`src/rtl/game_phase_sequencer.sv`:
```
// ---------------------------------------------------------------------------
// game_phase_sequencer
//   Central FSM for one play-through. It steps PRELIM -> GAME -> ANSWER ->
//   POST -> JUDGE and times each phase from a 1 Hz square wave. It emits a
//   one-cycle pulse on entry to each timed phase. It tracks the current level
//   and sets the symbol-generator terminal count for that level. The Judge
//   result then either advances the level or ends the game in WIN or LOSE.
//
// Optional feature macro: SEQ_PAUSE_EN (adds the `pause` input, which freezes
//   all second-based timers while it is high).
//
// Ports
//   Clk100M     in   1   system clock
//   resetN      in   1   asynchronous active-low reset
//   Clk1Hz      in   1   raw 1 Hz square wave (synchronised internally)
//   start       in   1   pulse: start a game from IDLE / WIN / LOSE
//   judgeValid  in   1   pulse: Judge result valid (used only in JUDGE)
//   judgePass   in   1   qualified by judgeValid, 1 = level passed
//   pause       in   1   (SEQ_PAUSE_EN only) freeze timers
//   phase       out  3   IDLE=0 PRELIM=1 GAME=2 ANSWER=3 POST=4 JUDGE=5 WIN=6 LOSE=7
//   prelimSig   out  1   entry pulse, PRELIM
//   gameSig     out  1   entry pulse, GAME
//   answerSig   out  1   entry pulse, ANSWER
//   postSig     out  1   entry pulse, POST
//   secLeft     out  4   whole seconds remaining in a timed phase, else 0
//   curLevel    out  4   current level, 0-based
//   symGenMax   out  32  symbol generator terminal count for curLevel
//   victory     out  1   high while in WIN
//   lose        out  1   high while in LOSE
// ---------------------------------------------------------------------------
module game_phase_sequencer #(
    parameter int unsigned PRELIM_SEC    = 3,
    parameter int unsigned GAME_SEC      = 10,
    parameter int unsigned ANSWER_SEC    = 5,
    parameter int unsigned POST_SEC      = 3,
    parameter int unsigned JUDGE_TMO_SEC = 2,
    parameter int unsigned NUM_LEVELS    = 8,
    parameter int unsigned GEN_BASE      = 100_000_000,
    parameter int unsigned GEN_STEP      = 10_000_000,
    parameter int unsigned GEN_MIN       = 20_000_000
) (
    input  logic        Clk100M,
    input  logic        resetN,
    input  logic        Clk1Hz,
    input  logic        start,
    input  logic        judgeValid,
    input  logic        judgePass,
`ifdef SEQ_PAUSE_EN
    input  logic        pause,
`endif
    output logic [2:0]  phase,
    output logic        prelimSig,
    output logic        gameSig,
    output logic        answerSig,
    output logic        postSig,
    output logic [3:0]  secLeft,
    output logic [3:0]  curLevel,
    output logic [31:0] symGenMax,
    output logic        victory,
    output logic        lose
);

    typedef enum logic [2:0] {
        S_IDLE   = 3'd0,
        S_PRELIM = 3'd1,
        S_GAME   = 3'd2,
        S_ANSWER = 3'd3,
        S_POST   = 3'd4,
        S_JUDGE  = 3'd5,
        S_WIN    = 3'd6,
        S_LOSE   = 3'd7
    } state_t;

    localparam logic [3:0] PRELIM_L = 4'(PRELIM_SEC);
    localparam logic [3:0] GAME_L   = 4'(GAME_SEC);
    localparam logic [3:0] ANSWER_L = 4'(ANSWER_SEC);
    localparam logic [3:0] POST_L   = 4'(POST_SEC);
    localparam logic [3:0] TMO_L    = 4'(JUDGE_TMO_SEC);
    localparam logic [3:0] LAST_LVL = 4'(NUM_LEVELS - 1);

    // Terminal count for a level: GEN_BASE - lvl*GEN_STEP, clamped at zero
    // instead of wrapping, then floored at GEN_MIN.
    function automatic logic [31:0] gen_max(input logic [3:0] lvl);
        logic [63:0] dec;
        logic [63:0] rem;
        dec = 64'(lvl) * 64'(GEN_STEP);
        rem = (dec >= 64'(GEN_BASE)) ? 64'd0 : (64'(GEN_BASE) - dec);
        if (rem < 64'(GEN_MIN)) begin
            rem = 64'(GEN_MIN);
        end
        return rem[31:0];
    endfunction

    // 1 Hz synchroniser and rising-edge detect. The FSM consumes the tick on
    // the third clock edge after the raw rising edge.
    logic sync1_q, sync2_q, sync3_q;
    logic sec_tick, tick_en;

    always_ff @(posedge Clk100M or negedge resetN) begin
        if (!resetN) begin
            sync1_q <= 1'b0;
            sync2_q <= 1'b0;
            sync3_q <= 1'b0;
        end else begin
            sync1_q <= Clk1Hz;
            sync2_q <= sync1_q;
            sync3_q <= sync2_q;
        end
    end

    assign sec_tick = sync2_q & ~sync3_q;

`ifdef SEQ_PAUSE_EN
    assign tick_en = sec_tick & ~pause;
`else
    assign tick_en = sec_tick;
`endif

    state_t      state_q;
    logic        prelim_q, game_q, answer_q, post_q;
    logic        victory_q, lose_q;
    logic [3:0]  sec_q, tmo_q, level_q;
    logic [31:0] sym_q;

    always_ff @(posedge Clk100M or negedge resetN) begin
        if (!resetN) begin
            state_q   <= S_IDLE;
            prelim_q  <= 1'b0;
            game_q    <= 1'b0;
            answer_q  <= 1'b0;
            post_q    <= 1'b0;
            victory_q <= 1'b0;
            lose_q    <= 1'b0;
            sec_q     <= 4'd0;
            tmo_q     <= 4'd0;
            level_q   <= 4'd0;
            sym_q     <= GEN_BASE;
        end else begin
            // Entry pulses are high for exactly one cycle.
            prelim_q <= 1'b0;
            game_q   <= 1'b0;
            answer_q <= 1'b0;
            post_q   <= 1'b0;
            // Follows level_q with one cycle of delay.
            sym_q    <= gen_max(level_q);

            case (state_q)
                S_IDLE, S_WIN, S_LOSE: begin
                    if (start) begin
                        state_q   <= S_PRELIM;
                        sec_q     <= PRELIM_L;
                        prelim_q  <= 1'b1;
                        level_q   <= 4'd0;
                        victory_q <= 1'b0;
                        lose_q    <= 1'b0;
                    end
                end
                S_PRELIM: begin
                    if (tick_en) begin
                        if (sec_q == 4'd1) begin
                            state_q <= S_GAME;
                            sec_q   <= GAME_L;
                            game_q  <= 1'b1;
                        end else begin
                            sec_q <= sec_q - 4'd1;
                        end
                    end
                end
                S_GAME: begin
                    if (tick_en) begin
                        if (sec_q == 4'd1) begin
                            state_q  <= S_ANSWER;
                            sec_q    <= ANSWER_L;
                            answer_q <= 1'b1;
                        end else begin
                            sec_q <= sec_q - 4'd1;
                        end
                    end
                end
                S_ANSWER: begin
                    if (tick_en) begin
                        if (sec_q == 4'd1) begin
                            state_q <= S_POST;
                            sec_q   <= POST_L;
                            post_q  <= 1'b1;
                        end else begin
                            sec_q <= sec_q - 4'd1;
                        end
                    end
                end
                S_POST: begin
                    if (tick_en) begin
                        if (sec_q == 4'd1) begin
                            state_q <= S_JUDGE;
                            sec_q   <= 4'd0;
                            tmo_q   <= TMO_L;
                        end else begin
                            sec_q <= sec_q - 4'd1;
                        end
                    end
                end
                S_JUDGE: begin
                    // A Judge result wins over a timeout expiring on the same edge.
                    if (judgeValid) begin
                        if (!judgePass) begin
                            state_q <= S_LOSE;
                            lose_q  <= 1'b1;
                        end else if (level_q == LAST_LVL) begin
                            state_q   <= S_WIN;
                            victory_q <= 1'b1;
                        end else begin
                            state_q  <= S_PRELIM;
                            sec_q    <= PRELIM_L;
                            prelim_q <= 1'b1;
                            level_q  <= level_q + 4'd1;
                        end
                    end else if (tick_en) begin
                        if (tmo_q == 4'd1) begin
                            state_q <= S_LOSE;
                            lose_q  <= 1'b1;
                        end else begin
                            tmo_q <= tmo_q - 4'd1;
                        end
                    end
                end
                default: begin
                    state_q <= S_IDLE;
                    sec_q   <= 4'd0;
                end
            endcase
        end
    end

    assign phase     = state_q;
    assign prelimSig = prelim_q;
    assign gameSig   = game_q;
    assign answerSig = answer_q;
    assign postSig   = post_q;
    assign secLeft   = sec_q;
    assign curLevel  = level_q;
    assign symGenMax = sym_q;
    assign victory   = victory_q;
    assign lose      = lose_q;

endmodule
```
`config.mk`:
```
export PLATFORM = sky130hd
export DESIGN_NAME = game_phase_sequencer
export DESIGN_NICKNAME = d
export VERILOG_FILES = /design/src/rtl/game_phase_sequencer.sv
export SDC_FILE = /design/constraint.sdc
export NUM_CORES = 1
export LEC_CHECK = 0
export ABC_AREA = 1
export CORE_UTILIZATION = 50
export DETAILED_ROUTE_END_ITERATION = 10
export GPL_TIMING_DRIVEN = 0
export HOLD_SLACK_MARGIN = 0.08
export PLACE_DENSITY = 0.74
export SKIP_CTS_REPAIR_TIMING = 1
export SYNTH_ARGS = -nofsm -noshare
export SYNTH_HDL_FRONTEND = slang
export SYNTH_SLANG_ARGS = --single-unit
```
`constraint.sdc`:
```
create_clock -name Clk100M -period 7.1 [get_ports Clk100M]
set_clock_uncertainty 0.1 [all_clocks]
set_input_delay 1.775 -clock Clk100M [delete_from_list [all_inputs] [get_ports Clk100M]]
set_output_delay 1.775 -clock Clk100M [all_outputs]
set_load 0.02 [all_outputs]
```
==> out/qor.txt, run 1 <==
Yosys top cell area share: 0.208
drt pass-1 iters: 5
most frequent cells in the layout: nand2_1 (163), inv_1 (70), nand3_1 (64)
final count of pins violating max slew: 0
CP arrival: 4.62 ns
Synth Flop Type: dfrtp_1
largest family of logic cells by synthesized area: simple AND/OR/NAND/NOR gates
worst vdd ir: 0.000123 V
nets@finish: 686
antenna viol nets, final: 0
synthesized area: 0.00410 mm2
min-delay worst type: reg2reg
first-pass GRT wire length: 16400 um
Routed wire per std cell: 12.6 um
syn_area_per_cell: 7.01 um2
I/O pin cnt: 55
final hold viol count: 0
Compound-Gate Fraction of Synth Area: 0.0934
Starting Density: 0.522
Synth cell types: 43
Post-synth ARST share: 1.00
core area: 0.00785 mm2
layout cells sized above 1: 0.174
RSZ-0062 raised after global routing: false
worst slew pin tran: 0.680 ns
CP endpoint kind: flip-flop
die width: 92.6 um
fin crit share: 0.635
final setup vio count: 0
critical path class: reg2reg
outcome: completed
DRC errors left: 0
Max stage delay on crit path: 0.54 ns
minimum clock period: 4.51 ns
slew margin rel.: 0.545
Yosys reg bits: 46
post-synthesis mux area share: 0
die area: 0.00857 mm2
largest area contributor in the netlist: dfrtp_1
CTS H-tree depth: 2
max-cap viol count: 0
grt ovf: 0
IO buf count: 47
largest net degree at the start of global routing: 34
vias in the first global route: 3570
cells after synthesis: 585
Leak: 2.50 nW
Power Total: 1.33 mW
Setup TNS: 0 ns
Synth area leaders: dfrtp_1 (21%), nand2_1 (15%), ha_1 (9.2%)
Post-Synth XOR/XNOR Area: 0.0296
n_diodes: 0
Adder-Cell Fraction of Synth Area: 0.101
Simple-Gate Fraction of Synth Area: 0.381
Root Driver: clkbuf_8
Die H: 92.6 um
commonest non-fill, non-tap cell in the layout: nand2_1
most used cell, CP: nand2_1
total track usage: 0.239
initial antenna violation count: 0
final WL: 9450 um
nature of the critical path startpoint: flip-flop
Detailed Place HPWL: 7880 um
Layout Area Growth over Synthesis: 18.4%
register area share after synthesis: 0.284
worst-path maximum fanout: 10
Routability Congestion: 0.916
CP max-delay cell: dfrtp_1
Num CTS Buffers: 5
Initial DRC Count: 196
fmax: 222 MHz
WP data required: 7.22 ns
P per Cell Area: 273 mW/mm2
num rows: 32
Post-synth EDFFs: 0
clock tree sinks: 46
TritonCTS clock tree: yes
fin util: 0.618
Worst-Skew Late Latency: 0.30 ns
Via density: 5.05
worst-case clock buffer depth: 2
Ys Warns: 0
clock-pin transition on the worst setup and hold timing paths: 0.09 ns
vias: 3796
filler instances: 755
per-stage QoR:
step	cell area (um2)	hold WS, ns	setup WS (ns)	std cells
global placement	4730	0.238	2.68	742
detailed placement	4740	0.244	2.62	743
global route	4850	0.275	2.25	751
finish	4850	0.258	2.59	751
CTS	4850	0.260	2.58	751
floorplan	4130	0.231	3.05	593
final timing paths:
kind	from	end	slack [ns]	depth (start not counted)
max	curLevel[2]$_DFFE_PN0P_	symGenMax[15]$_DFF_PN1_	2.59	27
max in group asynchronous	resetN	symGenMax[20]$_DFF_PN1_	5.08	2
max reg2reg	curLevel[2]$_DFFE_PN0P_	symGenMax[15]$_DFF_PN1_	2.59	27
min in group asynchronous	resetN	secLeft[1]$_DFFE_PN0P_	1.27	1
min	sync1_q$_DFF_PN0_	sync2_q$_DFF_PN0_	0.26	0
min reg2reg	sync1_q$_DFF_PN0_	sync2_q$_DFF_PN0_	0.26	0
flip-flops by register name (all words and copies together), names as in the netlist:
signal,cells
phase,3
tmo_q,4
gameSig,1
curLevel,4
answerSig,1
sync2_q,1
sync3_q,1
postSig,1
prelimSig,1
symGenMax,22
victory,1
sync1_q,1
secLeft,4
lose,1
synthesized netlist by cell type, drive strengths merged, types with 3 or more instances:
| cell | count |
|---|---|
| xnor2 | 4 |
| xor2 | 9 |
| dfrtp | 34 |
| nor2 | 59 |
| a21oi | 27 |
| nand2 | 190 |
| inv | 82 |
| o211ai | 4 |
| nor3 | 3 |
| buf | 16 |
| o21ai | 17 |
| nand3 | 72 |
| ha | 30 |
| nand4 | 8 |
| dfstp | 12 |
metal layers:
| metal | wire (um) | vias up | share of wire | track usage |
|---|---|---|---|---|
| li1 | - | 1989 | - | - |
| met5 | 0 | - | 0 | 0 |
| met2 | 4390 | 85 | 0.47 | 0.421 |
| met3 | 382 | 8 | 0.040 | 0.0296 |
| met1 | 4570 | 1714 | 0.48 | 0.313 |
| met4 | 96 | 0 | 0.010 | 0.0469 |
worst max-delay path: cells and delay by family (launching register included):
kind / cells / cell delay, ns
compound gates: 2 / 0.29
fa+ha+maj: 3 / 1.06
buf+inv: 6 / 0.83
flops: 1 / 0.54
simple gates: 16 / 1.58
cell type report:
cell class / instances / area (um2) / share of cell area
Buffer: 16 / 139 / 0.0286
Clock buffer: 6 / 72.6 / 0.0150
Clock inverter: 2 / 37.5 / 0.00773
Inverter: 82 / 308 / 0.0634
Multi-Input combinational cell: 449 / 2520 / 0.519
Sequential cell: 46 / 1170 / 0.240
Tap cell: 102 / 128 / 0.0263
Timing Repair Buffer: 48 / 485 / 0.100
cell families (layout without fill, tap and decap cells):
logic type,count (synthesis),in the layout
adders and majority gates,32,32
DFF,46,46
buffers and inverters,98,154
other,1,9
AOI/OAI and AO/OA,58,58
xor gates and xnor gates,13,13
and+or+nand+nor,337,337
power by group:
part / internal (mW) / switching [mW] / total, mW
Clock: 0.105 / 0.0826 / 0.188
Combinational: 0.289 / 0.459 / 0.748
Sequential: 0.337 / 0.0528 / 0.390
Total: 0.731 / 0.594 / 1.33
Note: power is estimated with default switching activity, not from simulation.
==> run 2: changes to the inputs <==
clock period = 4.5 ns   (was 7.1 ns; I/O delays follow)
==> run 2 against run 1 <==
Register-to-register slack worse by 2.4 ns. Largest power group unchanged. Cell area up 3.7%. Flip-flop and latch count is the same. Critical endpoint unchanged. Core utilization up 2.3 points. Count of clock-buffer cells in the layout unchanged. Sequential share of layout area fell by 0.78 points. Routed wire length is 2.9% higher. Non-clock buffer count increased by 15. Hold slack about the same.
==> out/qor.txt, run 2 (same netlist as run 1, synthesis figures left out) <==
final count of pins violating max slew: 0
fmax: 234 MHz
antenna viol nets, final: 0
TritonCTS clock tree: yes
Die H: 92.6 um
worst hold margin: 0.258 ns
Root Driver: clkbuf_8
IO buf count: 47
final hold viol count: 0
grt ovf: 0
commonest non-fill, non-tap cell in the layout: nand2_1
clock tree sinks: 46
Via density: 5.06
first-pass GRT wire length: 16400 um
vias in the first global route: 3570
Num CTS Buffers: 5
Worst-Skew Late Latency: 0.30 ns
worst slew pin tran: 0.705 ns
worst-case clock buffer depth: 2
DP Cell Count: 743
final setup vio count: 0
Detailed Place HPWL: 7880 um
Starting Density: 0.522
CTS H-tree depth: 2
n_diodes: 0
min-delay worst type: reg2reg
WP data required: 4.62 ns
outcome: completed
most used cell, CP: nand2_1
largest net degree at the start of global routing: 34
Routed wire per std cell: 12.7 um
clock-pin transition on the worst setup and hold timing paths: 0.09 ns
die area: 0.00857 mm2
die width: 92.6 um
fin crit share: 0.948
slew margin rel.: 0.528
I/O pin cnt: 55
vias: 3877
Max stage delay on crit path: 0.54 ns
most frequent cells in the layout: nand2_1 (162), inv_1 (68), nand3_1 (64)
layout cells sized above 1: 0.211
initial antenna violation count: 0
final WL: 9720 um
Place WS: 0.0245 ns
CP endpoint kind: flip-flop
worst vdd ir: 0.000199 V
P per Cell Area: 421 mW/mm2
Final Cell Area: 0.00503 mm2
nets@finish: 701
Leak: 2.57 nW
Setup TNS: 0 ns
num rows: 32
Non-Filler Instances: 766
CP max-delay cell: fa_1
max-cap viol count: 0
DRC errors left: 0
CP arrival: 4.39 ns
critical path class: reg2reg
post-route setup slack: 0.232 ns
Largest register FFs: 22
Routability Congestion: 0.916
core area: 0.00785 mm2
minimum clock period: 4.27 ns
placed cell area: 0.00474 mm2
Layout Area Growth over Synthesis: 22.7%
worst-path maximum fanout: 10
nature of the critical path startpoint: flip-flop
drt pass-1 iters: 5
total track usage: 0.239
Initial DRC Count: 214
[run 2: cell count changes in the layout (fill, tap and decap cells not counted), moves of 2 or more]
| cell | delta |
|---|---|
| dfrtp_1 | -3 |
| ha_4 | +2 |
| inv_1 | -2 |
| ha_1 | -3 |
| buf_4 | +14 |
| dfrtp_2 | +3 |
[run 2: area by class of cell]
| type | count | area (um2) |
|---|---|---|
| Sequential cell | 46 | 1170 |
| Multi-Input combinational cell | 449 | 2560 |
| Clock buffer | 6 | 72.6 |
| Tap cell | 102 | 128 |
| Clock inverter | 2 | 37.5 |
| Timing Repair Buffer | 63 | 598 |
| Fill cell | 734 | 2820 |
| Buffer | 16 | 151 |
| Inverter | 82 | 312 |
[run 2: path summary, 6_finish.rpt]
kind	slack (ns)	end	cells past startpoint	from
max in group asynchronous	3.13	symGenMax[20]$_DFF_PN1_	2	resetN
setup reg to reg	0.23	symGenMax[15]$_DFF_PN1_	28	curLevel[2]$_DFFE_PN0P_
setup / recovery	0.23	symGenMax[15]$_DFF_PN1_	28	curLevel[2]$_DFFE_PN0P_
min in group asynchronous	0.62	secLeft[1]$_DFFE_PN0P_	1	resetN
hold / removal	0.26	sync2_q$_DFF_PN0_	0	sync1_q$_DFF_PN0_
hold reg to reg	0.26	sync2_q$_DFF_PN0_	0	sync1_q$_DFF_PN0_
[run 2: per-stage QoR]
| step | utilization | total power [mW] |
|---|---|---|
| 2_1_floorplan | - | 1.43 |
| 3_3_place_gp | 0.603 | 1.76 |
| 3_5_place_dp | 0.604 | 1.79 |
| 4_1_cts | 0.618 | 2.09 |
| 5_1_grt | 0.641 | 2.31 |
| 6_report | 0.641 | 2.12 |
[run 2: worst max-delay path, delay by kind of cell, from the launching register on]
kind,cells,cell delay [ns]
fa+ha+maj,3,1.03
simple gates,16,1.55
compound gates,2,0.28
flops,1,0.41
buf+inv,7,0.78
[run 2: metal layers]
metal | wire (um) | vias to the layer above | global-route usage
li1 | - | 2013 | -
met1 | 4560 | 1756 | 0.313
met2 | 4600 | 98 | 0.421
met3 | 457 | 10 | 0.0296
met4 | 104 | 0 | 0.0469
met5 | 0 | - | 0
[run 2: power by group]
| part | switching, mW | total, mW | internal (mW) |
|---|---|---|---|
| clock network | 0.130 | 0.296 | 0.166 |
| registers | 0.0807 | 0.612 | 0.532 |
| logic | 0.739 | 1.21 | 0.472 |
==> run 3: changes to the inputs <==
CAP_MARGIN = 20   (was default)
CORE_UTILIZATION = 55   (was 50)
PLACE_DENSITY = 0.8   (was 0.74)
==> run 3 against run 2 <==
Core utilization rose by 4.4 points. First-iteration DRC count fell by 16%. Largest cell class unchanged. Total power rose by 0.27%. Non-clock buffer count fell by 6. Count of clock-buffer cells in the layout fell by 1. Register-to-register slack improved by 0.02 ns.
==> out/qor.txt, run 3 (same netlist as run 1, synthesis figures left out) <==
max-cap viol count: 0
IO buf count: 47
Routed wire per std cell: 13.3 um
antenna viol nets, final: 0
Largest register FFs: 22
slew margin rel.: 0.565
Via density: 5.31
Layout Area Growth over Synthesis: 20.6%
commonest non-fill, non-tap cell in the layout: nand2_1
CP arrival: 4.38 ns
I/O pin cnt: 55
grt ovf: 0
Place WS: -0.0128 ns
nature of the critical path startpoint: flip-flop
largest net degree at the start of global routing: 34
fin crit share: 0.945
DRC errors left: 0
fin util: 0.686
die area: 0.00780 mm2
initial antenna violation count: 0
Initial DRC Count: 180
Routability Congestion: 0.968
final setup vio count: 0
Die H: 88.3 um
TritonCTS clock tree: yes
drt pass-1 iters: 5
Multi-input gate area: 0.00253 mm2
Num CTS Buffers: 5
Leak: 2.54 nW
most frequent cells in the layout: nand2_1 (161), inv_1 (68), nand3_1 (64)
P per Cell Area: 430 mW/mm2
minimum clock period: 4.25 ns
Non-Filler Instances: 757
layout cells sized above 1: 0.204
Starting Density: 0.568
Detailed Place HPWL: 8090 um
first-pass GRT wire length: 16700 um
post-route setup slack: 0.248 ns
clock-pin transition on the worst setup and hold timing paths: 0.09 ns
Final Cell Area: 0.00495 mm2
worst slew pin tran: 0.650 ns
vias in the first global route: 3569
worst-case clock buffer depth: 2
total track usage: 0.276
CTS H-tree depth: 2
worst hold margin: 0.264 ns
placed cell area: 0.00474 mm2
n_diodes: 0
filler instances: 648
num rows: 31
worst vdd ir: 0.000233 V
DP Cell Count: 740
WP data required: 4.63 ns
final hold viol count: 0
core area: 0.00721 mm2
fmax: 235 MHz
Worst-Skew Late Latency: 0.30 ns
outcome: completed
critical path class: reg2reg
final WL: 10100 um
clock tree sinks: 46
Root Driver: clkbuf_8
vias: 4019
RSZ-0062 raised after global routing: false
final count of pins violating max slew: 0
FF/Latch Area: 0.00117 mm2
CP endpoint kind: flip-flop
min-delay worst type: reg2reg
worst-path maximum fanout: 10
die width: 88.3 um
nets@finish: 695
run 3: final timing paths:
| path | from | end | slack, ns | cells past startpoint |
|---|---|---|---|---|
| max in group asynchronous | resetN | symGenMax[13]$_DFF_PN1_ | 3.13 | 2 |
| min in group asynchronous | resetN | lose$_DFFE_PN0P_ | 0.62 | 1 |
| worst max-delay path | curLevel[3]$_DFFE_PN0P_ | symGenMax[12]$_DFF_PN0_ | 0.25 | 25 |
| worst max register to register | curLevel[3]$_DFFE_PN0P_ | symGenMax[12]$_DFF_PN0_ | 0.25 | 25 |
| worst min register to register | sync1_q$_DFF_PN0_ | sync2_q$_DFF_PN0_ | 0.26 | 0 |
| worst min-delay path | sync1_q$_DFF_PN0_ | sync2_q$_DFF_PN0_ | 0.26 | 0 |
run 3: metal layers:
layer  GRT usage  up-vias  wire [um]
met4      0.0953        0        241
met1       0.366     1872       4620
met2       0.461      127       4720
met5           0        -          0
met3      0.0410       17        512
li1            -     2003          -
run 3: worst max-delay path, stage by stage (launching register included):
cell,delay [ns]
dfrtp_2,0.50
ha_1,0.34
ha_1,0.31
ha_1,0.27
fa_2,0.43
nand3_1,0.13
nand3_1,0.16
nand2_2,0.13
nand2_1,0.11
nor2_2,0.14
nand3_2,0.10
nand2_1,0.10
nand2_1,0.08
nand2_2,0.09
inv_2,0.04
nand2_2,0.08
nand2_4,0.08
buf_8,0.15
nand3_2,0.07
nand2_1,0.07
nor2_2,0.09
nand2_1,0.08
nor2_2,0.13
nand2_2,0.08
buf_6,0.16
a21oi_2,0.14
run 3: per-stage QoR:
stage / total power, mW / TNS (ns)
CTS: 2.12 / -1.97
global placement: 1.76 / 0
finish: 2.13 / 0
detailed placement: 1.80 / -0.0401
global route: 2.31 / 0
floorplan: 1.43 / 0
run 3: final cells by class:
class                      count  share of cell area
buffer                        16              0.0288
clock buffer                   5              0.0139
clock inverter                 3             0.00885
inverter                      82              0.0630
multi-input combinational    449               0.512
sequential                    46               0.237
tap                           99              0.0250
timing repair buffer          57               0.112
run 3: power breakdown:
part / leakage [nW] / internal (mW) / total, mW / switching (mW)
Clock: 0.0585 / 0.167 / 0.316 / 0.149
Combinational: 1.93 / 0.459 / 1.20 / 0.737
Sequential: 0.560 / 0.532 / 0.614 / 0.0820
Total: 2.54 / 1.16 / 2.13 / 0.968
